--- config.mk ---
export PLATFORM = sky130hd
export DESIGN_NAME = store_buffer_unit
export DESIGN_NICKNAME = d
export VERILOG_FILES = /design/src/rtl/store_pkg.sv /design/src/rtl/store_lane_align.sv /design/src/rtl/store_buffer_unit.sv
export SDC_FILE = /design/constraint.sdc
export NUM_CORES = 1
export LEC_CHECK = 0
export ABC_AREA = 1
export CAP_MARGIN = 10
export CORE_MARGIN = 10
export CORE_UTILIZATION = 40
export CTS_CLUSTER_DIAMETER = 200
export DETAILED_ROUTE_END_ITERATION = 8
export PLACE_DENSITY_LB_ADDON = 0.25
export SYNTH_ARGS = -nofsm -noshare
export SYNTH_HDL_FRONTEND = slang
export SYNTH_SLANG_ARGS = --single-unit
--- constraint.sdc ---
create_clock -name clk -period 11.1 [get_ports clk]
set_clock_uncertainty 0.05 [all_clocks]
set_input_delay 2.22 -clock clk [delete_from_list [all_inputs] [get_ports clk]]
set_output_delay 2.22 -clock clk [all_outputs]
set_load 0.005 [all_outputs]
--- src/rtl/store_pkg.sv ---
// store_pkg: size encodings and the store-buffer entry record shared by the store path.
package store_pkg;
  localparam logic [1:0] SZ_BYTE  = 2'b00;
  localparam logic [1:0] SZ_HALF  = 2'b01;
  localparam logic [1:0] SZ_WORD  = 2'b10;
  localparam logic [1:0] SZ_DWORD = 2'b11;
  localparam int SB_ADDR_MAX = 64;
  localparam int SB_DATA_MAX = 64;
  localparam int SB_BE_MAX   = SB_DATA_MAX / 8;
  // Fields are sized for the widest configuration; narrower builds use the low bits.
  typedef struct packed {
    logic [SB_ADDR_MAX-1:0] addr;
    logic [SB_DATA_MAX-1:0] data;
    logic [SB_BE_MAX-1:0]   be;
  } sb_entry_t;
endpackage

--- src/rtl/store_lane_align.sv ---
// store_lane_align: places right-justified store data onto byte lanes and flags misaligned or illegal sizes.
module store_lane_align
  import store_pkg::*;
#(
  parameter int DATA_W = 32,
  localparam int NB    = DATA_W / 8,
  localparam int OFF_W = $clog2(NB)
) (
  input  logic [1:0]        size,
  input  logic [OFF_W-1:0]  off,
  input  logic [DATA_W-1:0] data,
  output logic              fault,
  output logic [NB-1:0]     be,
  output logic [DATA_W-1:0] wdata
);
  logic illegal, mis;
  assign illegal = (size == SZ_DWORD) && (DATA_W == 32);
  assign mis = size == SZ_HALF  ? off[0] :
               size == SZ_WORD  ? |off[1:0] :
               size == SZ_DWORD ? |off : 1'b0;
  assign fault = illegal || mis;
  assign wdata = size == SZ_BYTE ? {NB{data[7:0]}} :
                 size == SZ_HALF ? {(NB/2){data[15:0]}} :
                 size == SZ_WORD ? {(DATA_W/32){data[31:0]}} : data;
  assign be = (size == SZ_BYTE ? NB'(1) :
               size == SZ_HALF ? NB'(3) :
               size == SZ_WORD ? NB'(15) : {NB{1'b1}}) << off;
endmodule

--- src/rtl/store_buffer_unit.sv ---
// store_buffer_unit: in-order store buffer draining to data memory, with youngest-match load forwarding.
module store_buffer_unit
  import store_pkg::*;
#(
  parameter int DATA_W = 32,
  parameter int ADDR_W = 32,
  parameter int DEPTH  = 4,
  localparam int NB    = DATA_W / 8,
  localparam int OFF_W = $clog2(NB),
  localparam int PTR_W = $clog2(DEPTH),
  localparam int CNT_W = PTR_W + 1
) (
  input  logic              clk,
  input  logic              rst,
  input  logic              st_valid,
  output logic              st_ready,
  input  logic [1:0]        st_size,
  input  logic [ADDR_W-1:0] st_addr,
  input  logic [DATA_W-1:0] st_data,
  output logic              st_fault,
  output logic              mem_valid,
  input  logic              mem_ready,
  output logic [ADDR_W-1:0] mem_addr,
  output logic [DATA_W-1:0] mem_wdata,
  output logic [NB-1:0]     mem_be,
  input  logic [ADDR_W-1:0] ld_addr,
  output logic              fwd_hit,
  output logic [DATA_W-1:0] fwd_data,
  output logic [NB-1:0]     fwd_be,
  output logic [CNT_W-1:0]  count
);
  sb_entry_t entries [DEPTH];
  sb_entry_t new_e, head;
  logic [DEPTH-1:0] valid;
  logic [PTR_W-1:0] wr_ptr, rd_ptr, idx;
  logic [SB_ADDR_MAX-1:0] ld_w;
  logic al_fault, enq, deq, unused_ld;
  logic [NB-1:0] al_be;
  logic [DATA_W-1:0] al_wdata;
  store_lane_align #(.DATA_W(DATA_W)) u_align (
    .size  (st_size),
    .off   (st_addr[OFF_W-1:0]),
    .data  (st_data),
    .fault (al_fault),
    .be    (al_be),
    .wdata (al_wdata)
  );
  assign unused_ld = ^ld_addr[OFF_W-1:0];
  assign mem_valid = count != '0;
  assign st_ready  = (count < CNT_W'(DEPTH)) || (mem_valid && mem_ready);
  assign deq = mem_valid && mem_ready;
  assign enq = st_valid && st_ready && !al_fault;
  assign head = entries[rd_ptr];
  assign mem_addr  = mem_valid ? head.addr[ADDR_W-1:0] : '0;
  assign mem_wdata = mem_valid ? head.data[DATA_W-1:0] : '0;
  assign mem_be    = mem_valid ? head.be[NB-1:0] : '0;
  always_comb begin
    new_e = '0;
    new_e.addr[ADDR_W-1:OFF_W] = st_addr[ADDR_W-1:OFF_W];
    new_e.data[DATA_W-1:0] = al_wdata;
    new_e.be[NB-1:0] = al_be;
    ld_w = '0;
    ld_w[ADDR_W-1:OFF_W] = ld_addr[ADDR_W-1:OFF_W];
  end
  // Walk oldest to youngest so the last match (youngest) wins; registered state excludes this cycle's enqueue.
  always_comb begin
    fwd_hit = 1'b0;
    fwd_data = '0;
    fwd_be = '0;
    idx = rd_ptr;
    for (int i = 0; i < DEPTH; i++) begin
      idx = rd_ptr + PTR_W'(i);
      if (valid[idx] && entries[idx].addr == ld_w) begin
        fwd_hit = 1'b1;
        fwd_data = entries[idx].data[DATA_W-1:0];
        fwd_be = entries[idx].be[NB-1:0];
      end
    end
  end
  // When full, enqueue reuses the slot being drained, so the set of valid must follow the clear.
  always_ff @(posedge clk or posedge rst) begin
    if (rst) begin
      wr_ptr <= '0;
      rd_ptr <= '0;
      count <= '0;
      st_fault <= 1'b0;
      valid <= '0;
      for (int i = 0; i < DEPTH; i++) entries[i] <= '0;
    end else begin
      st_fault <= st_valid && st_ready && al_fault;
      if (deq) begin
        valid[rd_ptr] <= 1'b0;
        rd_ptr <= rd_ptr + 1'b1;
      end
      if (enq) begin
        entries[wr_ptr] <= new_e;
        valid[wr_ptr] <= 1'b1;
        wr_ptr <= wr_ptr + 1'b1;
      end
      count <= count + CNT_W'(enq) - CNT_W'(deq);
    end
  end
endmodule

==> flow_summary.ini, run 1 <==
[logic_synthesis]
synth_area_leaders = dfrtp_1, nand2_1, o21ai_0, nand3_1, inv_1
synth.avg_cell_area_um2 = 6.07
synth_top_area_share_pct = 34.3
synthFlopType = dfrtp_1
netlist_area_mm2 = 0.0201
synth-seq-cells = 276
async_flop_share_pct = 100
synth.most_common_cell = nand2_1
syn-instance-count = 3321
synthTopCellsByCount = nand2_1, o21ai_0, nand3_1, dfrtp_1, inv_1
synthDistinctLibCells = 28
yosys.area.top_type = dfrtp_1
synth_edf_count = 0
yosysWarnings = 0
ys_seq_area_share_pct = 34.3

[timing]
fin_crit_sh_pct = 77.5
maxClockFrequency_mhz = 116
hold_violations = 0
relSlewSlack_pct = 22.6
worst_slew_pin_slew_ps = 1160
slew_viol_final = 0
final-setup-viol-count = 0
grt_setup_unrepaired = no
min_period_ps = 8600
setup_tns_ps = 0

[clocking]
cts_buffers = 35
path_clk_slew_ps = 60
clk-insertion-delay-late_ps = 550
cts_htree_levels = 2
cts_setup_buffers = 0
clock-sinks = 276
hold_buffers = 0
cts-resized-gates = 0
cts_tree = done
cts-root-buf = clkbuf_16
cts_buffer_depth = 3

[route]
drtIter0Drc = 2230
final_antenna_net_count = 0
vias = 21473
drc = 0
wl_per_cell_um = 17.4
drt-total-wl_um = 71200
drt_pre_antenna_iters = 7
vias_per_cell = 5.26

[power]
powerDensity_mw_per_mm2 = 333
leakagePower_nw = 11.8
power.total_w = 0.00782
vdd_drop_max_v = 0.000200

[worst_setup_path]
critPathBufInv = 5
slowest_stage = dfrtp_4
critical_path_arrival_ps = 6330
cp-start-kind = flip-flop
crit_chain = inv_4 -> ha_4 -> inv_2 -> buf_4 -> nand3_1 -> nand2_1 -> nand2_1 -> nand2_1 -> nor2_1 -> nand2_1 -> nor2_1 -> nand2_1 -> nor2_4 -> buf_4 -> a21oi_1 -> nand2_1 -> nand2_1 -> nand2_1 -> clkdlybuf4s50_1
cp_common_cell = nand2_1
crit_path_end_kind = primary output
crit_path_max_fanout = 101
crit_type = reg -> out
cpPeakStageDelay_ps = 1080
critical_path_required_ps = 8830
cpLargestDelayFamily = buffers and inverters

[layout]
drive_gt1_share_pct = 2.96
instances_no_fill = 4085
fin_nets = 3498
num-fill-cells = 5262
area.growth.synth_to_final_pct = 16.6
final_cell_area_mm2 = 0.0235
regArea_mm2 = 0.00691
multi_input_area_mm2 = 0.0113
utilization_pct = 47.0

[die]
initial_core_util_pct = 40.3
die_w_um = 244
row_count = 82
fp.dieH_um = 244
core-area_mm2 = 0.0500
dieArea_mm2 = 0.0597
ios = 213

[grt]
antenna_found_initial = 2
grt_pass1_wl_um = 110000
grt_max_degree = 128
grt-ovfl-total = 0
grt_pass1_vias = 19212
grt_use_total_pct = 23.1

[place]
dp_cells = 4020
port_buffers = 208
gp_congestion = 0.915
dpl.hpwl_um = 47100
placed_cell_area_mm2 = 0.0223

[status]
outcome = finished clean

[worst_hold_path]
hold_path_class = reg -> reg

[job]
maxCapViolations = 0
[final timing paths]
| kind | cells after the start | slack [ps] | end | startpoint |
|---|---|---|---|---|
| max reg2reg | 12 | 7260 | entries[355] | count[2] |
| min reg2reg | 2 | 430 | entries[144] | entries[144] |
| max | 19 | 2500 | fwd_data[27] | rd_ptr[0] |
| min in group asynchronous | 2 | 2160 | entries[428] | rst |
| min | 2 | 430 | entries[144] | entries[144] |
| max in group asynchronous | 3 | 7420 | rd_ptr[0] | rst |
[worst min-delay path: stages (launching register included)]
cell and delay [ps]:
dfrtp_1 340, nand2_1 50, o21ai_0 60
[power by group]
group | total [W] | leakage [nW] | switching (W) | internal, W
Clock | 0.00117 | 0.572 | 0.000484 | 0.000681
Combinational | 0.00476 | 7.82 | 0.00308 | 0.00168
Sequential | 0.00189 | 3.43 | 0.000403 | 0.00149
[cells in the final DEF (no fill, tap or decap), types with 24 or more instances in the layout]
master,n
nand2_1,1363
o21ai_0,503
nand3_1,351
dfrtp_1,274
inv_1,261
clkdlybuf4s50_1,208
nor2_1,166
a21oi_1,76
o211ai_1,37
clkbuf_16,35
buf_4,24
[registers in the layout (all words and copies together), names as in the netlist]
name,count
st_fault,1
valid,4
count,3
rd_ptr,2
entries,264
wr_ptr,2
[cell families after synthesis]
kind of cell / Yosys count / synth area share (%)
simple gates: 1895 / 37.7
compound gates: 643 / 16.5
buf+inv: 477 / 9.98
flops: 276 / 34.3
xor+xnor: 18 / 0.783
fa+ha+maj: 11 / 0.721
other cells: 1 / 0.0186
[final cells by class]
class | count | area share, %
Clock inverter | 9 | 0.501
Clock buffer | 55 | 4.47
Sequential cell | 276 | 29.4
Timing Repair Buffer | 232 | 9.63
Inverter | 271 | 4.38
Tap cell | 672 | 3.58
Antenna cell | 1 | 0.0107
Multi-Input combinational cell | 2569 | 48.0
[per-layer routing]
| layer | routed length, um | global-route usage (%) | vias up |
|---|---|---|---|
| met3 | 5580 | 3.78 | 107 |
| met2 | 31300 | 35.8 | 797 |
| met1 | 32500 | 32.4 | 9812 |
| met4 | 1840 | 7.09 | 2 |
| li1 | - | - | 10755 |
| met5 | 13 | 0 | - |
[per-stage QoR]
stage               hold WS, ps  setup WS (ps)
floorplan                   399           1220
finish                      433           2500
global route                448           2080
CTS                         437           2590
global placement            416           3200
detailed placement          423           3190
Note: power is estimated with default switching activity, not from simulation.
==> inputs of run 2 (changes only) <==
==> constraint.sdc (replaced) <==
create_clock -name clk -period 7.4 [get_ports clk]
set_clock_uncertainty 0.05 [all_clocks]
set_input_delay 1.48 -clock clk [delete_from_list [all_inputs] [get_ports clk]]
set_output_delay 1.48 -clock clk [all_outputs]
set_load 0.005 [all_outputs]
==> run 2 against run 1 <==
Compared with the run above:
- total power grew 51%
- worst hold slack lost 0.50 ps
- count of clock-buffer cells in the layout down 3
- via count shrank 0.19%
- final area increased by 0.76%
- die area unchanged
- clock power grew 56%
- non-clock buffer count increased by 6
- routed wire length unchanged
- critical path depth fell by 1
- first-iteration DRC count decreased by 13%
- sequential power increased by 44%
==> flow_summary.ini, run 2 (synthesis results as in run 1) <==
[die]
fp.dieH_um = 244
dieArea_mm2 = 0.0597
ios = 213
core-area_mm2 = 0.0500
die_w_um = 244
initial_core_util_pct = 40.3
row_count = 82

[clocking]
hold_buffers = 0
cts-resized-gates = 0
path_clk_slew_ps = 60
cts_setup_buffers = 0
cts_htree_levels = 2
clk-insertion-delay-late_ps = 560
cts_tree = done
cts_buffers = 36
clock-sinks = 276
cts_buffer_depth = 3
cts-root-buf = clkbuf_16

[place]
port_buffers = 208
place_ws_ps = 1390
dpl.hpwl_um = 47700
placed_cell_area_mm2 = 0.0224
gp_congestion = 0.917

[worst_setup_path]
critical_path_required_ps = 5870
cp_common_cell = nand2_1
crit_chain = inv_4 -> ha_4 -> buf_4 -> nand3_1 -> nand2_1 -> nand2_1 -> nand2_1 -> nor2_1 -> nand2_1 -> nor2_1 -> nand2_1 -> nor2_4 -> inv_2 -> nand3_1 -> nand2_1 -> nand2_1 -> nand2_1 -> clkdlybuf4s50_1
critical_path_arrival_ps = 4920
slowest_stage = inv_2
rr_worst_depth = 12
cpPeakStageDelay_ps = 690
cp-start-kind = flip-flop
crit_path_max_fanout = 47
crit_path_end_kind = primary output
crit_type = reg -> out

[route]
vias_per_cell = 5.24
vias = 21433
drt_pre_antenna_iters = 6
final_antenna_net_count = 0
drt-total-wl_um = 71200
drtIter0Drc = 1929
drc = 0
wl_per_cell_um = 17.4

[worst_hold_path]
worst_hold_path.num_cells = 2
hold_path_class = reg -> reg

[timing]
setup_slack_ps = 945
slew_viol_final = 0
setup_tns_ps = 0
min_period_ps = 6450
fin_crit_sh_pct = 87.2
grt_setup_unrepaired = no
hold_ws_ps = 432
relSlewSlack_pct = 24.4
final-setup-viol-count = 0
worst_slew_pin_slew_ps = 1130
hold_violations = 0
maxClockFrequency_mhz = 155

[power]
powerDensity_mw_per_mm2 = 500
leakagePower_nw = 11.9
vdd_drop_max_v = 0.000373

[grt]
grt_pass1_wl_um = 111000
grt_pass1_vias = 19547
grt_max_degree = 278
antenna_found_initial = 2
grt-ovfl-total = 0
grt_use_total_pct = 23.1

[job]
maxCapViolations = 0

[layout]
largest_reg_flops = 264
largest-register = entries
fin_nets = 3505
area.growth.synth_to_final_pct = 17.5
drive_gt1_share_pct = 3.25
top_regs = entries (264), valid (4), count (3)
layout_common_cells = nand2_1, o21ai_0, nand3_1
final_common_cell = nand2_1
final_cell_area_mm2 = 0.0237

[status]
outcome = finished clean
[run 2: final cells by class]
cell class	instances	area, um^2
well taps	672	841
clock inverters	14	189
inverters	271	1030
repair buffers	238	2380
multi-input cells	2569	11300
clock buffers	52	1040
fillers	5204	26300
flip-flops and latches	276	6910
diodes	1	2.50
[run 2: per-stage QoR]
step           util (%)  instances  power, W
2_1_floorplan         -       3322   0.00763
3_3_place_gp       44.9       4026   0.00986
3_5_place_dp       44.9       4026   0.00994
4_1_cts            47.4       4092    0.0118
5_1_grt            47.4       4092    0.0130
6_report           47.4       4093    0.0118
[run 2: final timing paths]
check                                     to  slack (ps)          from
worst max register to register   entries[11]        3740      count[2]
max in group asynchronous       entries[161]        4540           rst
min in group asynchronous          rd_ptr[1]        1360           rst
worst min register to register  entries[422]         430  entries[422]
worst max-delay path               fwd_be[3]         950     rd_ptr[0]
worst min-delay path            entries[422]         430  entries[422]
[run 2: report_power, final]
part | leakage, nW | internal (W) | switching [W]
clock network | 0.596 | 0.00110 | 0.000739
logic | 7.87 | 0.00257 | 0.00472
registers | 3.43 | 0.00224 | 0.000492
total | 11.9 | 0.00590 | 0.00595
[run 2: critical path, delay by kind of cell, from the launching register on]
family                     cells  cell delay [ps]
DFF                            1              500
and+or+nand+nor               13             1310
buffers and inverters          4             2100
adders and majority gates      1              410
[run 2: metal layers]
| layer | vias up | wire length, um | GRT usage (%) |
|---|---|---|---|
| li1 | 10775 | - | - |
| met1 | 9775 | 32300 | 31.3 |
| met2 | 767 | 31800 | 36.9 |
| met3 | 114 | 5400 | 4.24 |
| met4 | 2 | 1720 | 6.81 |
| met5 | - | 11 | 0 |
==> inputs of run 3 (changes only) <==
--- a/config.mk
+++ b/config.mk
@@ -8,10 +8,11 @@
 export ABC_AREA = 1
 export CAP_MARGIN = 10
 export CORE_MARGIN = 10
-export CORE_UTILIZATION = 40
+export CORE_UTILIZATION = 53
 export CTS_CLUSTER_DIAMETER = 200
 export DETAILED_ROUTE_END_ITERATION = 8
 export PLACE_DENSITY_LB_ADDON = 0.25
+export SLEW_MARGIN = 30
 export SYNTH_ARGS = -nofsm -noshare
 export SYNTH_HDL_FRONTEND = slang
 export SYNTH_SLANG_ARGS = --single-unit
==> run 3 against run 2 <==
Compared with the run above:
- utilization grew 15 points
- first-iteration DRC count grew 40%
- global-route usage grew 7.1 points
- flip-flop and latch count is the same
- count of clock-buffer cells in the layout shrank 3
- critical path depth grew 1
- clock power shrank 7%
- non-clock buffer count grew 3
- worst hold slack gained 5.7 ps
==> flow_summary.ini, run 3 (synthesis results as in run 1) <==
[status]
outcome = finished clean

[route]
drc = 0
drt-total-wl_um = 72100
drtIter0Drc = 2705
vias = 22817
wl_per_cell_um = 18.4
drt_pre_antenna_iters = 7
final_antenna_net_count = 0
vias_per_cell = 5.81

[clocking]
cts_tree = done
cts_buffers = 34
cts_buffer_depth = 3
clk-insertion-delay-late_ps = 530
clock-sinks = 276
cts_setup_buffers = 0
cts_htree_levels = 2
hold_buffers = 0
cts-root-buf = clkbuf_16
cts-resized-gates = 0
path_clk_slew_ps = 60

[layout]
utilization_pct = 62.3
layout_common_cells = nand2_1, o21ai_0, nand3_1
instances_no_fill = 3929
antennaDiodeCount = 0
largest-register = entries
top_regs = entries (264), valid (4), count (3)
drive_gt1_share_pct = 3.22
final_common_cell = nand2_1
area.growth.synth_to_final_pct = 16.3
fin_nets = 3506
largest_reg_flops = 264

[timing]
setup_slack_ps = 473
min_period_ps = 6930
hold_ws_ps = 438
slew_viol_final = 0
maxClockFrequency_mhz = 144
fin_crit_sh_pct = 93.6
setup_tns_ps = 0
final-setup-viol-count = 0
hold_violations = 0
relSlewSlack_pct = 33.1
worst_slew_pin_slew_ps = 992
grt_setup_unrepaired = no

[grt]
antenna_found_initial = 0
grt-ovfl-total = 0
grt_pass1_wl_um = 114000
grt_use_total_pct = 30.2
grt_pass1_vias = 21210
grt_max_degree = 274

[worst_setup_path]
critical_path_arrival_ps = 5400
slowest_stage = inv_2
crit_path_max_fanout = 68
critPathBufInv = 6
critical_path_required_ps = 5870
cp_common_cell = nand2_1
cpLargestDelayFamily = buffers and inverters
crit_path_end_kind = primary output
crit_start = rd_ptr[0]
cpPeakStageDelay_ps = 530
crit_type = reg -> out
cp-start-kind = flip-flop
crit_chain = inv_4 -> ha_4 -> inv_2 -> buf_4 -> buf_4 -> nand3_1 -> nand3_1 -> nand2_1 -> nor2_1 -> nand2_1 -> nor2_1 -> nand2_1 -> nor2_4 -> inv_2 -> nand3_1 -> nand2_1 -> nand2_1 -> nand2_1 -> clkdlybuf4s50_1
reg2reg_from = count[2]

[power]
swShare_pct = 51.0
pwr-share-comb_pct = 62.6
p_seq_share_pct = 23.0
intPower_w = 0.00584
clkPwrFrac_pct = 14.4
vdd_drop_max_v = 0.000415
leakagePower_nw = 11.9
powerDensity_mw_per_mm2 = 509
power.net_switching_w = 0.00608

[place]
dp_cells = 3867
port_buffers = 208
dpl.hpwl_um = 48300
gp_congestion = 1.02
place_ws_ps = 1020

[die]
core-area_mm2 = 0.0376
die_w_um = 215
fp.dieH_um = 215
dieArea_mm2 = 0.0462
ios = 213
initial_core_util_pct = 53.6
row_count = 71

[job]
maxCapViolations = 0

[worst_hold_path]
hp-start = entries[146]
hold_path_class = reg -> reg
-- run 3: power by group through the flow --
stage	Sequential [W]	Combinational [W]	Clock, W
after floorplan	0.00259	0.00503	0
after global placement	0.00272	0.00703	0
after detailed placement	0.00274	0.00728	0
after CTS	0.00273	0.00733	0.00172
after global routing	0.00284	0.00836	0.00179
final	0.00275	0.00746	0.00171
-- run 3: metrics by stage --
stage          total power, W  cell area (um^2)
2_1_floorplan         0.00763             20200
3_3_place_gp          0.00975             22200
3_5_place_dp           0.0100             22300
4_1_cts                0.0118             23400
5_1_grt                0.0130             23400
6_report               0.0119             23400
-- run 3: worst register-to-register path: stages (launching register included) --
cell	delay, ps
dfrtp_1	420
nor3_2	190
buf_4	680
inv_1	130
nand2_1	220
nand2_1	90
nand2_1	90
inv_1	40
nand2_1	120
inv_2	120
nand2_2	70
buf_4	700
clkinv_2	1010
o21ai_0	530
-- run 3: path summary, 6_finish.rpt --
kind,end,slack [ps],depth (start not counted)
min,entries[146],440,2
max reg2reg,entries[160],2820,13
min in group asynchronous,entries[156],1480,3
max,fwd_be[1],470,19
max in group asynchronous,entries[85],4720,4
min reg2reg,entries[146],440,2
-- run 3: final cells by class --
| class | instances | area, um^2 |
|---|---|---|
| clock buffer | 49 | 998 |
| clock inverter | 12 | 136 |
| fill | 3462 | 14200 |
| inverter | 271 | 1030 |
| multi-input combinational | 2569 | 11300 |
| sequential | 276 | 6910 |
| tap | 511 | 639 |
| timing repair buffer | 241 | 2430 |
-- run 3: routing by layer --
layer,wire [um],GRT usage [%],up-vias
met1,29100,39.3,10530
met2,33000,49.1,1340
met5,0,0,-
met4,2360,11.3,0
met3,7650,5.81,171
li1,-,-,10776
